==> src/rtl/mem_stage.sv <==
// mem_stage: memory-stage pipeline register with load byte/halfword extraction and forwarding view.
// Optional MEM_SKID_EN adds a one-entry skid register so ready no longer depends on wb_to_mem_ready.
module mem_stage #(
  parameter int ADDR_WIDTH = 5,
  parameter int DATA_WIDTH = 32
) (
  input  logic                               clk,
  input  logic                               rst,
  input  logic [2*DATA_WIDTH+ADDR_WIDTH+3:0] exe_to_mem_bus,
  input  logic                               exe_to_mem_valid,
  output logic                               mem_to_exe_ready,
  output logic [DATA_WIDTH+ADDR_WIDTH:0]     mem_to_wb_bus,
  output logic                               mem_to_wb_valid,
  input  logic                               wb_to_mem_ready,
  output logic                               mem_fwd_valid,
  output logic [ADDR_WIDTH-1:0]              mem_fwd_addr,
  output logic [DATA_WIDTH-1:0]              mem_fwd_data,
  output logic                               mem_misalign
);
  localparam int BW = DATA_WIDTH + ADDR_WIDTH + 1;
  logic                  regw;
  logic [ADDR_WIDTH-1:0] addr;
  logic [DATA_WIDTH-1:0] alu, ld, res;
  logic [2:0]            inst;
  logic [1:0]            off;
  logic [7:0]            b;
  logic [15:0]           h;
  logic                  mis, in_xfer;
  logic [BW-1:0]         in_b, out_b;
  assign {regw, addr, alu, inst, ld} = exe_to_mem_bus;
  assign off = alu[1:0];
  // Misaligned accesses fall back to the aligned lane: offset[0] dropped for halves, word ignores offset.
  always_comb begin
    b = ld[{off, 3'b000} +: 8];
    h = ld[{off[1], 4'b0000} +: 16];
    mis = ((inst == 3'd2 || inst == 3'd5) && off[0]) || (inst == 3'd3 && off != 2'd0);
    res = inst == 3'd1 ? {{(DATA_WIDTH-8){b[7]}}, b} :
          inst == 3'd2 ? {{(DATA_WIDTH-16){h[15]}}, h} :
          inst == 3'd3 ? ld :
          inst == 3'd4 ? {{(DATA_WIDTH-8){1'b0}}, b} :
          inst == 3'd5 ? {{(DATA_WIDTH-16){1'b0}}, h} : alu;
  end
  assign in_b = {regw, addr, res};
  assign mem_to_wb_bus = out_b;
  assign mem_fwd_valid = mem_to_wb_valid && out_b[BW-1] && out_b[BW-2:DATA_WIDTH] != '0;
  assign mem_fwd_addr  = out_b[BW-2:DATA_WIDTH];
  assign mem_fwd_data  = out_b[DATA_WIDTH-1:0];
`ifdef MEM_SKID_EN
  logic          skid_valid, skid_mis, load_out;
  logic [BW-1:0] skid_b;
  assign mem_to_exe_ready = ~skid_valid;
  assign in_xfer  = exe_to_mem_valid & ~skid_valid;
  assign load_out = ~mem_to_wb_valid | wb_to_mem_ready;
  always_ff @(posedge clk or negedge rst)
    if (!rst) begin
      out_b <= '0;
      mem_to_wb_valid <= 1'b0;
      mem_misalign <= 1'b0;
      skid_b <= '0;
      skid_mis <= 1'b0;
      skid_valid <= 1'b0;
    end else begin
      mem_misalign <= load_out & (skid_valid ? skid_mis : in_xfer & mis);
      if (load_out) begin
        mem_to_wb_valid <= skid_valid | in_xfer;
        out_b <= skid_valid ? skid_b : in_xfer ? in_b : out_b;
        skid_valid <= 1'b0;
      end else if (in_xfer) begin
        skid_b <= in_b;
        skid_mis <= mis;
        skid_valid <= 1'b1;
      end
    end
`else
  assign mem_to_exe_ready = ~mem_to_wb_valid | wb_to_mem_ready;
  assign in_xfer = exe_to_mem_valid & mem_to_exe_ready;
  always_ff @(posedge clk or negedge rst)
    if (!rst) begin
      out_b <= '0;
      mem_to_wb_valid <= 1'b0;
      mem_misalign <= 1'b0;
    end else begin
      mem_misalign <= in_xfer & mis;
      mem_to_wb_valid <= in_xfer | (mem_to_wb_valid & ~wb_to_mem_ready);
      out_b <= in_xfer ? in_b : out_b;
    end
`endif
endmodule

==> config.mk <==
export PLATFORM = sky130hd
export DESIGN_NAME = mem_stage
export DESIGN_NICKNAME = d
export VERILOG_FILES = /design/src/rtl/mem_stage.sv
export SDC_FILE = /design/constraint.sdc
export NUM_CORES = 1
export LEC_CHECK = 0
export BUFFER_PORTS_ARGS = -buffer_cell sky130_fd_sc_hd__buf_2
export CORE_ASPECT_RATIO = 0.6
export CORE_MARGIN = 5
export CORE_UTILIZATION = 48
export CTS_CLUSTER_SIZE = 16
export DETAILED_ROUTE_END_ITERATION = 8
export GPL_ROUTABILITY_DRIVEN = 0
export GPL_TIMING_DRIVEN = 1
export PLACE_DENSITY = 0.78
export SYNTH_ARGS = -nofsm -noshare
export SYNTH_HDL_FRONTEND = slang
export SYNTH_SLANG_ARGS = --single-unit
==> constraint.sdc <==
create_clock -name clk -period 1.65 [get_ports clk]
set_input_delay 0.0825 -clock clk [delete_from_list [all_inputs] [get_ports clk]]
set_output_delay 0.0825 -clock clk [all_outputs]
set_load 0.1 [all_outputs]
; ---- Yosys cells after proc, flatten, opt, wreduce, memory -nomap -nowiden
; Index checks and enable logic that the tools add are counted.
[word_totals]
register_bits = 40
in_bits = 77
out_inout_bits = 79
wordCells = 30
[op_classes]
n_eq_ne = 5
shifts = 2
n_mux = 5
n_bitwise = 7
n_reduce_logical = 8
[op_table]
columns = op, count
row1 = 32-bit two-way mux, 5
row2 = 32-bit by 6-bit indexed part select with 16-bit output, 1
row3 = 32-bit by 6-bit indexed part select with 8-bit output, 1
row4 = "3-bit by 2-bit equality test with 1-bit output, second input constant", 2
row5 = "3-bit equality test, second input constant", 2
row6 = 5-bit nonzero test, 1
row7 = 1-bit logical AND, 4
row8 = 1-bit bitwise AND, 3
row9 = "3-bit by 1-bit equality test with 1-bit output, second input constant", 1
row10 = 1-bit logical OR, 2
row11 = 1-bit NOT, 2
row12 = 1-bit OR, 2
row13 = 2-bit nonzero test, 1

; ---- Longest topological paths before layout
; Gate-level depths: netlist of the first run.
[depth]
ltp_word = 6
mapped_depth = 7
mapped_depth_nobuf = 4

; ---- Worst setup path after synthesis of the first run
; Ideal clock, no wire load.
[synth_path]
kind = register to register
startpoint = register mem_to_wb_valid
endpoint = register out_b[28], in the netlist mem_to_wb_bus[28]
setup_time_ns = 0.123
arrival_time_ns = 2.906
t_required_ns = 1.527
slack_ns = -1.379
path_stages_with_launch = 7
path_buffers = 3
synth_period_minus_slack_ns = 3.029
path_cell_list = dfrtp_1 -> nand2b_1 -> clkbuf_1 -> nand2_1 -> buf_2 -> buf_1 -> a32o_1
[synth_between]
elab_chain_cells = 3
[synth_rtl]
columns = element, line_no
row1 = from (decl), 13  ; output logic mem_to_wb_valid,
row2 = from (signal assigned), 84  ; mem_to_wb_valid <= in_xfer | (mem_to_wb_valid & ~wb_to_mem_ready);
row3 = 1-bit NOT, 75  ; assign mem_to_exe_ready = ~mem_to_wb_valid | wb_to_mem_ready;
row4 = 1-bit OR, 75
row5 = via mem_to_exe_ready, 11  ; output logic mem_to_exe_ready,
row6 = 1-bit bitwise AND, 76  ; assign in_xfer = exe_to_mem_valid & mem_to_exe_ready;
row7 = to (signal assigned), 85  ; out_b <= in_xfer ? in_b : out_b;
row8 = to (decl), 29  ; logic [BW-1:0] in_b, out_b;
; The timed path passes the listed nets, and every way through them passes these cells.
; A chain may end at the register's enable or synchronous reset.

; ---- Final worst setup path of the first run
[layout_path]
startpoint = register out_b[32], in the netlist mem_to_wb_bus[32]
endpoint = output mem_fwd_valid
[layout_between]
elab_chain_cells = 2
[layout_rtl]
columns = element, line_no
row1 = 5-bit nonzero test, 45  ; assign mem_fwd_valid = mem_to_wb_valid && out_b[BW-1] && out_b[BW-2:DATA_WIDTH] != '0;
row2 = 1-bit logical AND, 45
row3 = to (decl), 15  ; output logic mem_fwd_valid,
; No other way between the ends.

==> summary by stage, run 1 <==
Yosys
Sorting the synthesized cells by how often they occur yields buf_4, dfrtp_1, nor2_1, nand2_1, a21oi_1. For this run, the number of Yosys warnings is 0. The portion of synthesized cell area occupied by the leading cell type is 29.7%. Synthesis produced a netlist with a net count of 473.

Yosys attributes the largest share of cell area to dfrtp_1, buf_4, mux4_2, a21oi_1, a32o_1. The synthesized netlist occupies a cell area of 3370 um2. The share of synthesized area occupied by flip-flops and latches is 29.7%. The cell taking the most area after synthesis is dfrtp_1. The number of enable-type register cells in the synthesized netlist is 0. The post-synthesis average cell area is 8.52 um2. Synthesis produced a netlist whose cell count is 396.

The distinct cell type count of the synthesized netlist is 48. The most used flip-flop cell after synthesis is dfrtp_1. Synthesis inferred 40 register bits.

For this run, asynchronously set or reset flops after synthesis account for 100%.

Worst setup path
On the critical path, the stage with the largest delay is an instance of dfrtp_2. The worst flop-to-flop path endpoint is mem_to_wb_bus[2]. STA puts the critical path data required time at 1.57 ns. On the worst path, the slowest cell contributes a delay of 0.42 ns. The reg-to-reg setup timing slack is 0.20 ns. The data arrival time of the worst path is 1.57 ns. The kind of end point of the critical path is an output port. Traced cell by cell, the critical path runs through or3_4 -> o311a_4 -> buf_12. The maximum net fanout on the critical path is 4. In this run the critical register-to-register path is launched from mem_to_wb_valid.

STA classifies the critical path startpoint as a flop. The cell count of the worst reg-to-reg path is 4. The critical path is of the reg -> out type.

Cells and area
Registers take 1010 um2. The share of layout cells above drive strength 1 is 43.7%. The post-layout net count is 596. The multi-input combinational cells in the finished layout cover a total of 1920 um2.

The number of antenna diodes in the final layout is 0. The area growth from synthesis to layout is 27.7%. The filler cells instantiated in the layout total 583. Cells fill 63.7% of the core in the end.

Timing
Measured against its own limit, the worst slew margin works out to 67.3%. Across all setup checks in the final design, the least slack found is 0.0000722 ns. The final critical delay including setup and external delays is 1.65 ns. Setup repair after global routing could not meet its margin everywhere.

The number of endpoints with negative hold slack in the final report is 0. On the final layout, the worst hold slack is 0.00359 ns. The worst-case clock skew is 0.00529 ns. Of the available clock period, the critical path in the final layout requires 100%. At the pin with the least slew margin, the transition time is 0.494 ns. The maximum clock rate is 606 MHz. The final-report setup violation count is 0. The final count of pins violating max slew is 0.

Clocking
The CTS root buffer is clkbuf_16. The TritonCTS sink count is 40. The clock input transition at the sequential cells of the worst setup and hold paths is 0.06 ns.

The total clock buffers created by CTS is 5. The source-to-sink clock delay at the later pin of the worst-skew pair is 0.28 ns. The H-tree was split into 2 levels.

The TritonCTS clock tree is yes. The maximum buffer depth of the clock tree is 2.

Min path
The worst hold path begins at exe_to_mem_bus[67]. The worst hold path terminates at mem_to_wb_bus[32]. The path class of the tightest hold or removal check is in -> reg. Along the worst hold path, the cell count comes to 3.

Drt
After detailed routing, the total wire length is 11.2 mm. In the final routed layout, each cell accounts on average for 18.5 um. The number of violations reported at the end of detailed-routing iteration 0 is 305. The DRC violations left is 0. The overall via count from detail_route is 3555. The number of detailed-route iterations in the first pass is 5. The post-route antenna net violation count is 0. The per-cell via count in the routed design is 5.86.

Placed design
During placement, the flow inserted port buffers numbering 155. The HPWL after detailed placement is 8.86 mm. The worst slack after detailed placement is 0.0795 ns.

Power
The overall power consumption is 5.88 mW. The static leakage is 2.13 nW. The worst supply voltage drop on vdd is 1.02 mV. The power density over the cells is 1360 nW/um2.

Global route
The global-route congestion overflow total is 0. Entering global routing, the biggest net connects 24 pins. The global router's overall resource usage is 24.9%. The number of global-route vias before repair is 3505. The first global-routing pass estimated 17.7 mm of wire. The initial antenna violation count is 0.

Die
The die width is 118 um. The initial core utilization is 49.9%. During I/O placement, the number of pins put on the boundary was 156. The cell row count is 23. The die outline area is 8860 um2. After floorplanning, the core was sized to cover 6760 um2. The vertical extent of the die is 74.9 um.

Status
The run finished with clean final reports.

Run
The tool flagged a number of max-cap violations equal to 0.
## worst max path at each step
stage	start	end	slack, ns	cells after the start
floorplan	mem_to_wb_valid	mem_to_wb_bus[7]	0.006	7
finish	mem_to_wb_bus[32]	mem_fwd_valid	0.00007	3
global route	mem_to_wb_bus[32]	mem_fwd_valid	-0.01	3
CTS	mem_to_wb_bus[32]	mem_fwd_valid	0.008	3
detailed placement	exe_to_mem_bus[34]	mem_to_wb_bus[3]	0.08	5
global placement	exe_to_mem_bus[35]	mem_to_wb_bus[29]	0.17	6
## logic make-up (layout without fill, tap and decap cells)
group | after synthesis | after routing | share of synthesized area [%]
AND/OR/NAND/NOR | 132 | 132 | 18.8
flip-flops | 40 | 40 | 29.7
AO/OA/AOI/OAI | 106 | 106 | 22.1
multiplexers | 34 | 34 | 14.4
XOR/XNOR | 2 | 2 | 0.519
buffers and inverters | 82 | 206 | 14.5
## power by group
part | internal [mW] | switching (mW) | total [mW] | leakage [nW]
Combinational | 0.617 | 2.87 | 3.49 | 1.58
Sequential | 1.14 | 0.135 | 1.27 | 0.474
Clock | 0.711 | 0.408 | 1.12 | 0.0798
Total | 2.47 | 3.41 | 5.88 | 2.13
## area by class of cell
class                   instances  area share (%)
inverters                      12            1.05
well taps                      87            2.53
repair buffers                186            24.5
clock inverters                 3           0.987
multi-input cells             274            44.6
clock buffers                   5            2.90
flip-flops and latches         40            23.5
## stage by stage
step | std cells | TNS [ns] | cell area, um2
floorplan | 396 | 0 | 3460
detailed placement | 594 | 0 | 4080
finish | 607 | 0 | 4310
CTS | 606 | 0 | 4300
global route | 607 | -0.0148 | 4310
global placement | 594 | 0 | 4080
## placed cells by master (no fill, tap or decap), drive strengths merged, types with 2 or more instances in the layout
cell and count:
xor2 2, a21oi 34, nor2b 17, clkbuf 5, a221oi 5, dlygate4sd3 3, inv 12, and3 6
a31oi 9, mux2i 15, mux2 10, buf 183, nand2b 19, o21ai 22, a221o 5, dfrtp 40
a211oi 5, mux4 9, nor2 42, a32o 16, o22ai 2, nand2 39
## critical path: cells and delay by family (launching register included)
kind	cells	cell delay, ns
simple gates	1	0.37
compound gates	1	0.32
flops	1	0.42
buf+inv	1	0.17
## routing by layer
layer	share of wire (%)	up-vias	GRT usage (%)
met5	0	-	0
met4	1.6	0	5.09
met3	11	27	6.16
met2	45	252	42.6
met1	42	1651	33.0
li1	-	1625	-
## state kept, by name, summed over array words and instances, names as in the netlist
register,count
mem_to_wb_valid,1
mem_to_wb_bus,38
mem_misalign,1
## what timing repair did
action                                 in CTS  in global routing
hold buffers                                3                  0
setup buffers                               1                  1
endpoints found under the hold margin      15                  0
cloned                                      0                  0
gates resized for setup                     5                  0
setup endpoints to repair                   1                  1
(Power assumes the default switching activity.)
==> run 2, diff against run 1 <==
--- a/config.mk
+++ b/config.mk
@@ -13,7 +13,7 @@
 export DETAILED_ROUTE_END_ITERATION = 8
 export GPL_ROUTABILITY_DRIVEN = 0
 export GPL_TIMING_DRIVEN = 1
-export PLACE_DENSITY = 0.78
+export PLACE_DENSITY = 0.82
 export SYNTH_ARGS = -nofsm -noshare
 export SYNTH_HDL_FRONTEND = slang
 export SYNTH_SLANG_ARGS = --single-unit
==> run 2 against run 1 <==
  * Clock skew fell by 0.0011 ns
  * Sequential power barely moved
  * Wire length fell by 0.68%
  * Fmax rose by 0.14%
  * Utilization rose by 0.093 points
  * Critical path type unchanged
==> summary by stage, run 2 (synthesized netlist as in run 1, its figures left out) <==
Timing
Setup repair after global routing could not meet its margin everywhere. The actual slew at the worst max-slew pin is 0.633 ns (+0.139 ns). The final critical-path share of the clock period is 99.9% (-0.14 points). The final critical delay including setup and external delays was 1.65 ns (-0.00230 ns).

The maximum clock rate came to 607 MHz (+0.14%). The setup slack after layout is 0.00238 ns (+0.00230 ns). The final count of pins violating max slew is 0 (unchanged). The number of endpoints with negative hold slack in the final report is 0 (unchanged). The final sum of negative setup slack is 0 ns (unchanged). The final-report setup violation count is 0 (unchanged). The worst slew slack as a fraction of its limit is 57.8% (-9.5 points).

The worst-case clock skew was 0.00420 ns (-0.00109 ns).

Cells and area
The antenna cell count was 0 (unchanged). The end-of-flow core utilization is 63.8% (+0.093 points). The final-layout fill cell count was 575 (-1.4%). The design area came to 4320 um2 (+0.15%). The most common cell after layout, fill and taps aside is buf_2. The synthesis-to-layout area growth is 27.9%.

Leaving out fill and tap cells, the most frequent cells in the layout are buf_2, nor2_1, nand2_1, dfrtp_1, a21oi_1. The share of layout cells above drive strength 1 was 43.2% (-0.49 points). The post-layout net count came to 595 (-0.17%). The flip-flop count of the largest register after layout is 38 (unchanged).

Clocking
The number of H-tree branching levels is 2 (unchanged). The clock input transition at the sequential cells of the worst setup and hold paths is 0.06 ns (about the same). The source-to-sink clock delay at the later pin of the worst-skew pair is 0.28 ns (about the same). TritonCTS built the clock tree. The total clock buffers created by CTS is 5 (unchanged). The TritonCTS sink count came to 40 (unchanged). The CTS root buffer is clkbuf_16. The maximum buffer depth of the clock tree came to 2 (unchanged).

Power
The combinational share of power was 59.0% (-0.3 points). The proportion of power drawn by flip-flops and latches is 21.6% (about the same). The clock network fraction of design power was 19.4% (+0.4 points).

The power density over the cells is 1370 nW/um2 (+0.25%). The worst supply voltage drop on vdd was 1.06 mV (+3.6%). The internal power component is 2.47 mW (+0.26%). The total net switching power is 3.43 mW (+0.51%). The share of total power consumed by net switching came to 58.1% (+0.061 points). The static leakage was 2.12 nW (-0.27%). The overall power consumption is 5.90 mW (+0.40%).

Min path
The worst hold path begins at exe_to_mem_bus[72]. The count of cells along the worst hold path is 3 (unchanged). The class of the tightest hold or removal check is in -> reg. The path with the worst hold slack has its endpoint at mem_to_wb_bus[37].

Die
The initial core utilization is 49.9% (unchanged). The cell row count is 23 (unchanged). The number of top-level pins is 156 (unchanged). The die outline area is 8860 um2 (unchanged).

The die width is 118 um (unchanged). The vertical extent of the die was 74.9 um (unchanged). The core area came to 6760 um2 (unchanged).

Worst setup path
The worst path buffer plus inverter count is 1 (unchanged). The kind of critical path is reg -> out. STA classifies the critical path startpoint as a flop. Walking the worst path, the cells encountered are or3_4 -> o311a_4 -> buf_12. The reg-to-reg setup timing slack is 0.11 ns (-0.09 ns). The start of the worst register-to-register path is mem_to_wb_valid. The critical path data required time is 1.57 ns (about the same). The slowest cell on the critical path is dfrtp_2. The worst setup path is captured at an output port. The largest incremental delay on the critical path came to 0.40 ns (-0.02 ns). In this design, the largest share of critical-path delay is due to flip-flops. The data arrival time of the worst path came to 1.57 ns (about the same). The cell count of the worst reg-to-reg path is 4 (unchanged). The endpoint identified for the worst register-to-register timing path is mem_to_wb_bus[6]. The maximum net fanout on the critical path is 2 (-2).

Global route
The initial antenna violation count is 0 (unchanged). The global router's overall resource usage was 24.5% (-0.44 points). The pin count of the biggest net entering global routing came to 37 (+54%). The global-route wire length before repair is 17.2 mm (-2.7%). The number of global-route vias before repair is 3417 (-2.5%). The global-route congestion overflow total was 0 (unchanged).

Drt
The overall via count from detail_route came to 3493 (-1.7%). The DRC violations left is 0 (unchanged). The number of violations reported at the end of detailed-routing iteration 0 came to 269 (-12%). The wire length per cell is 18.4 um (-0.52%). The sum of routed wire length over all layers was 11.2 mm (-0.68%).

The post-route antenna net violation count is 0 (unchanged). The number of detailed-route iterations in the first pass came to 4 (-1). The per-cell via count in the routed design is 5.76 (-1.6%).

Status
The flow ran to the end, and the final reports show no timing, DRC or antenna violations.

Placed design
The cell area reported after detailed placement came to 4050 um2 (-0.55%). The number of I/O port buffers was 155 (unchanged). The worst slack after detailed placement came to 0.0781 ns (-0.00133 ns). The sum of net half-perimeters after detailed placement is 8.65 mm (-2.4%).

Run
The number of maximum-capacitance constraint violations came to 0 (unchanged).
run 2: changes by cell type in the layout (fill, tap and decap cells not counted):
| cell | before | now |
|---|---|---|
| buf_4 | 26 | 23 |
| clkinv_2 | 1 | 0 |
| dlygate4sd3_1 | 3 | 5 |
| inv_6 | 0 | 1 |
| nor2_2 | 2 | 1 |
| nor2_4 | 0 | 1 |
run 2: worst reg2reg max path, stage by stage, from the launching register on:
cell,delay [ns]
dfrtp_4,0.50
nand2b_4,0.13
nand4_1,0.26
a211oi_1,0.42
a221o_1,0.18
run 2: repair_timing:
action,4_1_cts,5_1_grt
setup endpoints to repair,1,5
hold buffers,5,0
gates cloned,0,0
endpoints found under the hold margin,29,0
buffers inserted,2,0
resized for setup,5,1
run 2: worst max-delay path by stage:
stage	startpoint	to	slack [ns]	depth (start not counted)
4_1_cts	mem_to_wb_bus[33]	mem_fwd_valid	-0.003	3
3_5_place_dp	mem_to_wb_valid	mem_to_wb_bus[24]	0.08	4
5_1_grt	mem_to_wb_bus[33]	mem_fwd_valid	-0.02	3
6_report	mem_to_wb_bus[33]	mem_fwd_valid	0.002	3
2_1_floorplan	mem_to_wb_valid	mem_to_wb_bus[7]	0.006	7
3_3_place_gp	exe_to_mem_bus[32]	mem_to_wb_bus[6]	0.08	6
run 2: through the flow:
stage	cells	hold slack (ns)
floorplan	396	-0.213
global placement	591	0.120
finish	606	0.0186
CTS	606	0.0136
detailed placement	591	0.123
global route	606	0.0232
run 2: metal layers:
layer  up-vias  share of wire, %  GRT usage, %
li1       1622                 -             -
met2       191                46          40.4
met5         -                 0             0
met3        13               9.5          5.56
met1      1667                44          33.3
met4         0               1.0          6.23
run 2: area by class of cell:
class / count / area (um2) / share of cell area [%]
clock buffer: 5 / 125 / 2.90
clock inverter: 3 / 46.3 / 1.07
inverter: 12 / 45.0 / 1.04
multi-input combinational: 274 / 1930 / 44.6
sequential: 40 / 1010 / 23.4
tap: 87 / 109 / 2.52
timing repair buffer: 185 / 1050 / 24.4
run 2: power groups by stage:
stage,logic [mW],clock network [mW],registers [mW]
2_1_floorplan,1.91,0,2.40
3_3_place_gp,3.42,0,1.28
3_5_place_dp,3.44,0,1.29
4_1_cts,3.48,1.14,1.27
5_1_grt,3.60,1.19,1.30
6_report,3.49,1.14,1.27
